$ cat src/rtl/song_sequencer.sv
// Song sequencer: steps through a fixed note table and presents each entry to the
// tone generator for its timed length, followed by a silent gap, until the end marker.
module song_sequencer #(
   parameter int unsigned TICKS_PER_UNIT = 6_250_000,
   parameter int unsigned GAP_TICKS      = 1_000_000,
   parameter int unsigned MAX_NOTES      = 32
) (
   input  logic       clk,
   input  logic       rst_n,
   input  logic       en,
   input  logic       start,
   input  logic       loop,
   input  logic [2:0] song,
   output logic [2:0] octave,
   output logic [2:0] note,
   output logic [3:0] length,
   output logic       tone_en,
   output logic [6:0] led,
   output logic [4:0] note_idx,
   output logic       busy,
   output logic       done,
   output logic [2:0] dbg_state
);

   localparam int CNT_W = 32;
   localparam int IDX_W = $clog2(MAX_NOTES + 1);
   localparam logic [CNT_W-1:0] GAP_LAST = (GAP_TICKS > 0) ? CNT_W'(GAP_TICKS - 1) : '0;

   typedef enum logic [2:0] {
      S_IDLE = 3'd0,
      S_LOAD = 3'd1,
      S_PLAY = 3'd2,
      S_GAP  = 3'd3,
      S_DONE = 3'd4
   } state_t;

   state_t           state_q, state_d;
   logic [2:0]       song_q, song_d;
   logic [2:0]       octave_q, octave_d;
   logic [2:0]       note_q, note_d;
   logic [3:0]       len_q, len_d;
   logic [IDX_W-1:0] idx_q, idx_d;
   logic [CNT_W-1:0] cnt_q, cnt_d;
   logic [9:0]       entry;

   // Entry format {octave, note, length}; length 0 marks the end of a song.
   function automatic logic [9:0] table_entry(input logic [2:0] s, input logic [IDX_W-1:0] i);
      logic [9:0] e;
      e = '0;
      case (s)
         3'd0: if (i < IDX_W'(7))  e = {3'd4, i[2:0] + 3'd1, 4'd4};
         3'd1: e = {3'd5, i[2:0], 4'd1};
         3'd2: if (i < IDX_W'(7))  e = {3'd5, 3'd7 - i[2:0], 4'd2};
         3'd3: if (i < IDX_W'(16)) e = {3'd4, (i[0] ? 3'd0 : 3'd1), 4'd1};
         3'd4: if (i < IDX_W'(8))  e = {3'd3, i[2:0], 4'd8};
         3'd5: if (i < IDX_W'(4))  e = {3'd6, 3'd5, 4'd3};
         3'd6: if (i < IDX_W'(24)) e = {3'd2 + {1'b0, i[1:0]}, 3'd3, 4'd2};
         default: e = '0;
      endcase
      return e;
   endfunction

   always_ff @(posedge clk or negedge rst_n) begin
      if (!rst_n) begin
         state_q  <= S_IDLE;
         song_q   <= '0;
         octave_q <= '0;
         note_q   <= '0;
         len_q    <= '0;
         idx_q    <= '0;
         cnt_q    <= '0;
      end else begin
         state_q  <= state_d;
         song_q   <= song_d;
         octave_q <= octave_d;
         note_q   <= note_d;
         len_q    <= len_d;
         idx_q    <= idx_d;
         cnt_q    <= cnt_d;
      end
   end

   always_comb begin
      state_d  = state_q;
      song_d   = song_q;
      octave_d = octave_q;
      note_d   = note_q;
      len_d    = len_q;
      idx_d    = idx_q;
      cnt_d    = cnt_q;
      entry    = table_entry(song_q, idx_q);
      case (state_q)
         S_IDLE: begin
            if (start) begin
               song_d  = song;
               idx_d   = '0;
               state_d = S_LOAD;
            end
         end
         S_LOAD: begin
            if (entry[3:0] == 4'd0 || idx_q == IDX_W'(MAX_NOTES)) begin
               state_d = S_DONE;
            end else begin
               octave_d = entry[9:7];
               note_d   = entry[6:4];
               len_d    = entry[3:0];
               cnt_d    = CNT_W'(entry[3:0]) * CNT_W'(TICKS_PER_UNIT) - CNT_W'(1);
               state_d  = S_PLAY;
            end
         end
         S_PLAY: begin
            if (cnt_q == '0) begin
               if (GAP_TICKS > 0) begin
                  cnt_d   = GAP_LAST;
                  state_d = S_GAP;
               end else begin
                  idx_d   = idx_q + IDX_W'(1);
                  state_d = S_LOAD;
               end
            end else begin
               cnt_d = cnt_q - CNT_W'(1);
            end
         end
         S_GAP: begin
            if (cnt_q == '0) begin
               idx_d   = idx_q + IDX_W'(1);
               state_d = S_LOAD;
            end else begin
               cnt_d = cnt_q - CNT_W'(1);
            end
         end
         S_DONE: begin
            if (loop) begin
               idx_d   = '0;
               state_d = S_LOAD;
            end else begin
               state_d = S_IDLE;
            end
         end
         default: state_d = S_IDLE;
      endcase
      // Dropping the mode enable abandons the song from any state.
      if (!en) state_d = S_IDLE;
   end

   // Outputs decode straight from the state register so reset silences them at once.
   always_comb begin
      octave   = '0;
      note     = '0;
      length   = '0;
      tone_en  = 1'b0;
      led      = '0;
      note_idx = '0;
      busy     = 1'b0;
      done     = 1'b0;
      if (state_q != S_IDLE) begin
         busy     = 1'b1;
         note_idx = 5'(idx_q);
      end
      if (state_q == S_PLAY || state_q == S_GAP) begin
         octave = octave_q;
         note   = note_q;
         length = len_q;
      end
      if (state_q == S_PLAY && note_q != 3'd0) begin
         tone_en = 1'b1;
         led     = 7'd1 << (note_q - 3'd1);
      end
      if (state_q == S_DONE) done = 1'b1;
   end

   assign dbg_state = state_q;

endmodule

$ cat config.mk
export PLATFORM = sky130hd
export DESIGN_NAME = song_sequencer
export DESIGN_NICKNAME = d
export VERILOG_FILES = /design/src/rtl/song_sequencer.sv
export SDC_FILE = /design/constraint.sdc
export NUM_CORES = 1
export LEC_CHECK = 0
export CAP_MARGIN = 20
export CORE_MARGIN = 4
export CORE_UTILIZATION = 45
export DETAILED_ROUTE_END_ITERATION = 7
export GPL_ROUTABILITY_DRIVEN = 1
export GPL_TIMING_DRIVEN = 1
export HOLD_SLACK_MARGIN = 0.06
export PLACE_DENSITY = 0.66
export REMOVE_ABC_BUFFERS = 1
export SLEW_MARGIN = 40
export SYNTH_ARGS = -nofsm -noshare
export SYNTH_HDL_FRONTEND = slang
export SYNTH_SLANG_ARGS = --single-unit
export TNS_END_PERCENT = 20
$ cat constraint.sdc
create_clock -name clk -period 5.65 [get_ports clk]
set_clock_uncertainty 0.15 [all_clocks]
set_input_delay 1.695 -clock clk [delete_from_list [all_inputs] [get_ports clk]]
set_output_delay 1.695 -clock clk [all_outputs]
set_load 0.005 [all_outputs]
# ---- After elaboration in Yosys (flattened, before gate mapping)
# Index checks and enable logic that the tools add are counted.
dict set report totals {
  register_bits 54
  inputBits 8
  out_inout_bits 28
  elab_cells 88
}
dict set report op_classes {
  addsub 7
  mul 1
  order_cmp 5
  n_eq_ne 19
  shift 1
  muxes 31
  n_bitwise 1
  n_reduce_logical 16
}
# operator n
set ops {}
lappend ops {{$mux 32} 3}
lappend ops {{$pmux 32 s3} 1}
lappend ops {{$pmux 10 s7} 1}
lappend ops {{$mux 10} 5}
lappend ops {{$logic_not 32->1} 1}
lappend ops {{$sub 32x1->32 const B} 1}
lappend ops {{$sub 27x1->28 const B} 1}
lappend ops {{$mul 4x19->23 const B} 1}
lappend ops {{$mux 3} 7}
lappend ops {{$mux 6} 3}
lappend ops {{$pmux 6 s3} 1}
lappend ops {{$pmux 3 s5} 1}
lappend ops {{$eq 3x2->1 const B} 4}
lappend ops {{$eq 3x3->1 const B} 4}
lappend ops {{$lt 6x3->1 const B} 2}
lappend ops {{$lt 6x5->1 const B} 2}
lappend ops {{$reduce_bool 3->1} 4}
lappend ops {{$ne 2x2->1 const B} 5}
lappend ops {{$mux 9} 1}
lappend ops {{$ne 3x3->1 const B} 3}
lappend ops {{$mux 7} 1}
lappend ops {{$shl 1x3->7 const A} 1}
lappend ops {{$add 6x1->6 const B} 1}
lappend ops {{$eq 3x1->1 const B} 2}
lappend ops {{other kinds (17)} 25}

# ---- Longest topological paths before layout
dict set report logic_depth {
  ltp_word 8
  mapped_depth 20
  depth_no_buf 18
}

# ---- Least setup slack after synthesis
# OpenSTA, ideal clock, no wires.
dict set report synth_timing {
  path_kind {flip-flop to flip-flop}
  startpoint {register song_q[1]}
  endpoint {register cnt_q[25]}
  setup_ps 127
  arrival_ps 5266
  required_time_ps 5373
  setup_slack_ps 108
  path_stages_with_launch 19
  n_path_buf 1
  synth_period_minus_slack_ps 5542
  cell_sequence {dfrtp_1 > clkbuf_1 > inv_1 > a2111oi_0 > a31o_2 > a21oi_1 > inv_1 > fa_1 > fa_1 > inv_1 > fa_1 > nand2b_1 > a21bo_2 > a211o_1 > a31oi_1 > xnor2_1 > or4_1 > o211ai_1 > a21oi_1}
}
dict set report synth_between {
  elab_chain_cells 6
  elab_cells_between_ends 16
  cone_classes {add/sub: 1; mul: 1; eq/ne: 7; mux: 3; reduce/logical: 4}
}
# item line_no
set synth_rtl {}
lappend synth_rtl {{from (decl)} 38} ;# logic [2:0] song_q, song_d;
lappend synth_rtl {{from (signal assigned)} 74} ;# song_q <= song_d;
lappend synth_rtl {{$eq 3x3->1, or another cell as far along} 50} ;# case (s)
lappend synth_rtl {{$pmux 10 s7 (*)} 50}
lappend synth_rtl {{via entry[1]} 44} ;# logic [9:0] entry;
lappend synth_rtl {{$mul 4x19->23 or $logic_not 4->1 (tied branches)} {107, 101}}
lappend synth_rtl {{$sub 27x1->28 or $logic_or 1x1->1 (tied branches)} {107, 101}}
lappend synth_rtl {{$mux 32 or $ne 2x2->1 (tied branches)} --}
lappend synth_rtl {{$pmux 32 s3 or $reduce_and 3->1 (tied branches)} --}
lappend synth_rtl {{to (signal assigned)} 79} ;# cnt_q <= cnt_d;
lappend synth_rtl {{to (decl)} 43} ;# logic [CNT_W-1:0] cnt_q, cnt_d;
# Mark *: on every way through the listed nets, which the timed path passes. The rest lies on a longest branch. The select of a mux whose other input is x is not followed.
# A chain may end at the register's enable or synchronous reset.

# ---- Worst setup path in the final report
dict set report layout_timing {
  startpoint {register idx_q[3]}
  endpoint {register cnt_q[25]}
}
dict set report layout_between {
  elab_chain_cells 7
  elab_cells_between_ends 21
  cone_classes {add/sub: 1; mul: 1; order compare: 5; eq/ne: 2; mux: 9; reduce/logical: 3}
}
# item line_no
set layout_rtl {}
lappend layout_rtl {{from (decl)} 42} ;# logic [IDX_W-1:0] idx_q, idx_d;
lappend layout_rtl {{from (signal assigned)} 78} ;# idx_q <= idx_d;
lappend layout_rtl {{$lt 6x5->1, or another cell as far along} 57} ;# 3'd6: if (i < IDX_W'(24)) e = {3'd2 + {1'b0, i[1:0]}, 3'd3, 4'd2};
lappend layout_rtl {{$mux 10, on equally long branches} {57, 53, 56}}
lappend layout_rtl {{$pmux 10 s7 (*)} 50}
lappend layout_rtl {{via entry[1]} 44}
lappend layout_rtl {{$mul 4x19->23 or $logic_not 4->1 (tied branches)} {107, 101}}
lappend layout_rtl {{$sub 27x1->28 or $logic_or 1x1->1 (tied branches)} {107, 101}}
lappend layout_rtl {{$mux 32 or $ne 2x2->1 (tied branches)} --}
lappend layout_rtl {{$pmux 32 s3 or $reduce_and 3->1 (tied branches)} --}
# Marks and branches as above.

==> results by group <==
Run status
  – Status: complete, no violations

Route
  – Total Wirelength: ~14 mm
  – WL per Instance: between 15 and 20 um
  – Via count: about 4700
  – Detail Route Antenna Nets: 0
  – Residual DRC: 0
  – Pre-Repair DR Iteration Count: 4
  – Vias/cell: slightly above 6
  – Initial DRC Count: a little over 400

Die
  – Ports: 36
  – Die width: 112.6 um
  – Die footprint: 12670 um2
  – Core Footprint: 10510 um2
  – Rows: 37
  – Chip Height: around 110 um
  – Initial Util: 46.82%

GRT
  – Grt ovf: 0
  – Vias in the first global route: 4576
  – First-pass GRT wire length: 22.57 mm
  – Largest net degree at the start of global routing: 55
  – Initial antenna violation count: 0
  – All-Layer GR Usage: a little over a fifth

Timing
  – Fin. max-slew vios: 0
  – Final min period: roughly 5400 ps
  – Tcrit/Tclk final: between 90 and 100%
  – Worst-Margin Slew: ~800 ps
  – Hold Vio Cnt, Final: 0
  – Slew Limit Headroom: between 40 and 50%
  – Final number of setup-violating endpoints: 0
  – Fmax: 0.1869 GHz
  – Hold Slack: 333.8 ps

Logic synthesis
  – Ys async rst share: 100.0%
  – Mapped Area: about 4900 um2
  – Syn Area/Cell: approximately 8 um2
  – Ys Warns: 0
  – Post-synthesis cell count: 610
  – Yosys reg bits: 54
  – Unique cell type count in the Yosys netlist: 77
  – Post-synth EDFFs: 0
  – Synth Flop Type: dfrtp_1
  – Seq/Total Area, Yosys: 27.47%

Clock network
  – CTS Sinks: 54
  – Maximum clock insertion buffer count: 2
  – Clk slew on worst S/H paths: approximately 100 ps
  – CTS buffer count: 5
  – CTS tree: built
  – Clock Latency Late Sink: 310 ps
  – H-tree levels: 2
  – Root Driver: clkbuf_8
  – CTS Hold Buffers Added: 0

Critical path
  – Startpoint Class: register
  – Crit path max-delay cell type: or4_1
  – Critical path type: register to register
  – CP Cell Sequence: nor3_1, and3_1, a31o_2, a21oi_1, inv_1, fa_1, fa_1, ha_1, o211ai_1, o2111a_1, a211oi_2, nor3b_2, nand2_1, or4_1, o211ai_1, a21oi_1
  – Worst EP required: approximately 5700 ps
  – Top Family by Delay on Critical Path: adder cells
  – WP buf/inv: 1
  – Stages on the worst setup path: 16
  – Data arrival, critical path: 5410 ps
  – CP max FO: 11
  – R2r worst-path depth: 16
  – Setup crit end kind: register
  – Crit-path max cell delay: 560 ps

Power
  – PwrDens: 528.1 nW/um2
  – Power Total: 0.002929 W
  – Worst vdd ir: 0.3846 mV
  – Lkg Pwr: about 2.3 nW

Hold path
  – Hold WC Path Type: register to register
  – Hold Path Depth: 2

Placed design
  – # placed instances: roughly 770
  – Post-detail-place hpwl: approximately 11 mm
  – Port buffer count: 35
  – RD Place Congestion: between 0.9 and 1

Finish
  – Finished Layout Cells: around 770
  – Share of cells above drive strength 1: 8.307%
  – Layout Area Growth over Synthesis: 12.74%
  – Diodes inserted: 0
  – Nets: a little under 700
  – Final Util: roughly 53%

Job
  – Max cap viols: 0
[worst paths after layout]
check	from	slack (ps)	end
max reg2reg	idx_q[3]	300	cnt_q[25]
min	len_q[2]	330	len_q[2]
min in group asynchronous	rst_n	1340	cnt_q[20]
max in group asynchronous	rst_n	3460	song_q[2]
min reg2reg	len_q[2]	330	len_q[2]
max	idx_q[3]	300	cnt_q[25]
[registers in the layout, summed over array words and instances (netlist names)]
name       flops
cnt_q         32
idx_q          6
len_q          4
dbg_state      3
note_q         3
octave_q       3
song_q         3
[placed cells by master (no fill, tap or decap), drive strengths merged, types with 21 or more instances in the layout]
cell type | netlist | routed
a21oi | 42 | 42
dfrtp | 54 | 54
o21ai | 48 | 48
ha | 29 | 29
nor3 | 29 | 29
nand3 | 21 | 21
nor2 | 62 | 62
nand2 | 58 | 58
clkdlybuf4s50 | 0 | 34
inv | 29 | 29
[metrics by stage]
step | TNS (ps) | worst slack [ps] | area, um2
floorplan | 0 | 180.3 | 4787
global placement | 0 | 351.0 | 5410
detailed placement | 0 | 117.7 | 5411
CTS | 0 | 112.1 | 5488
global route | -5.375 | -5.375 | 5547
finish | 0 | 298.5 | 5547
[per-layer routing]
layer  up-vias  GRT usage, %  share of wire, %
met3        15         3.989               5.8
met4         0         6.811               1.6
li1       2277             -                 -
met5         -             0                 0
met1      2293         29.79                46
met2       138         34.36                46
[area by class of cell]
cell class,instances,area [um2]
Multi-Input combinational cell,498,3381
Timing Repair Buffer,50,457.9
Tap cell,136,170.2
Sequential cell,54,1353
Clock buffer,7,76.32
Inverter,29,108.9
Fill cell,1010,4962
[cells by family after synthesis]
family	count (synthesis)	share of synthesized area, %
simple gates	254	26.83
mux	3	0.6866
xor+xnor	30	5.493
buf+inv	58	4.908
fa+ha+maj	37	10.63
compound gates	174	23.98
flops	54	27.47
[synthesized netlist by cell type, types with 7 or more instances]
| library cell | instances | area [um2] |
|---|---|---|
| nand3_1 | 21 | 105.1 |
| o21ai_1 | 12 | 60.06 |
| nand4_1 | 7 | 43.79 |
| xor2_1 | 12 | 105.1 |
| nand2_1 | 58 | 217.7 |
| nor3_1 | 28 | 140.1 |
| nand2b_1 | 7 | 43.79 |
| nor2_1 | 62 | 232.7 |
| ha_1 | 29 | 362.9 |
| inv_1 | 29 | 108.9 |
| fa_1 | 8 | 160.2 |
| o21a_1 | 7 | 52.55 |
| or3_1 | 7 | 43.79 |
| o21ai_0 | 36 | 180.2 |
| a21oi_1 | 41 | 205.2 |
| and2_1 | 13 | 81.33 |
| dfrtp_1 | 54 | 1351 |
| nor4_1 | 10 | 62.56 |
| xnor2_1 | 17 | 148.9 |
| and3_1 | 12 | 75.07 |
| clkbuf_1 | 19 | 71.32 |
[worst min-delay path: stages (launching register included)]
cell     delay, ps
dfrtp_1        350
nand2_1         50
o21ai_0         60
[report_power, final]
group	total [W]	internal (W)	switching [W]	leakage, nW
logic	0.00207	0.000813	0.00126	1.55
clock network	0.000215	0.0000860	0.000129	0.0383
registers	0.000640	0.000506	0.000133	0.672
total	0.00293	0.00141	0.00152	2.26
[timing repair]
| action | 4_1_cts | 5_1_grt |
|---|---|---|
| resized for setup | 0 | 9 |
| endpoints found under the setup margin | 0 | 14 |
| setup buffers | 0 | 1 |
| hold endpoints to repair | 0 | 0 |
(Power assumes the default switching activity.)
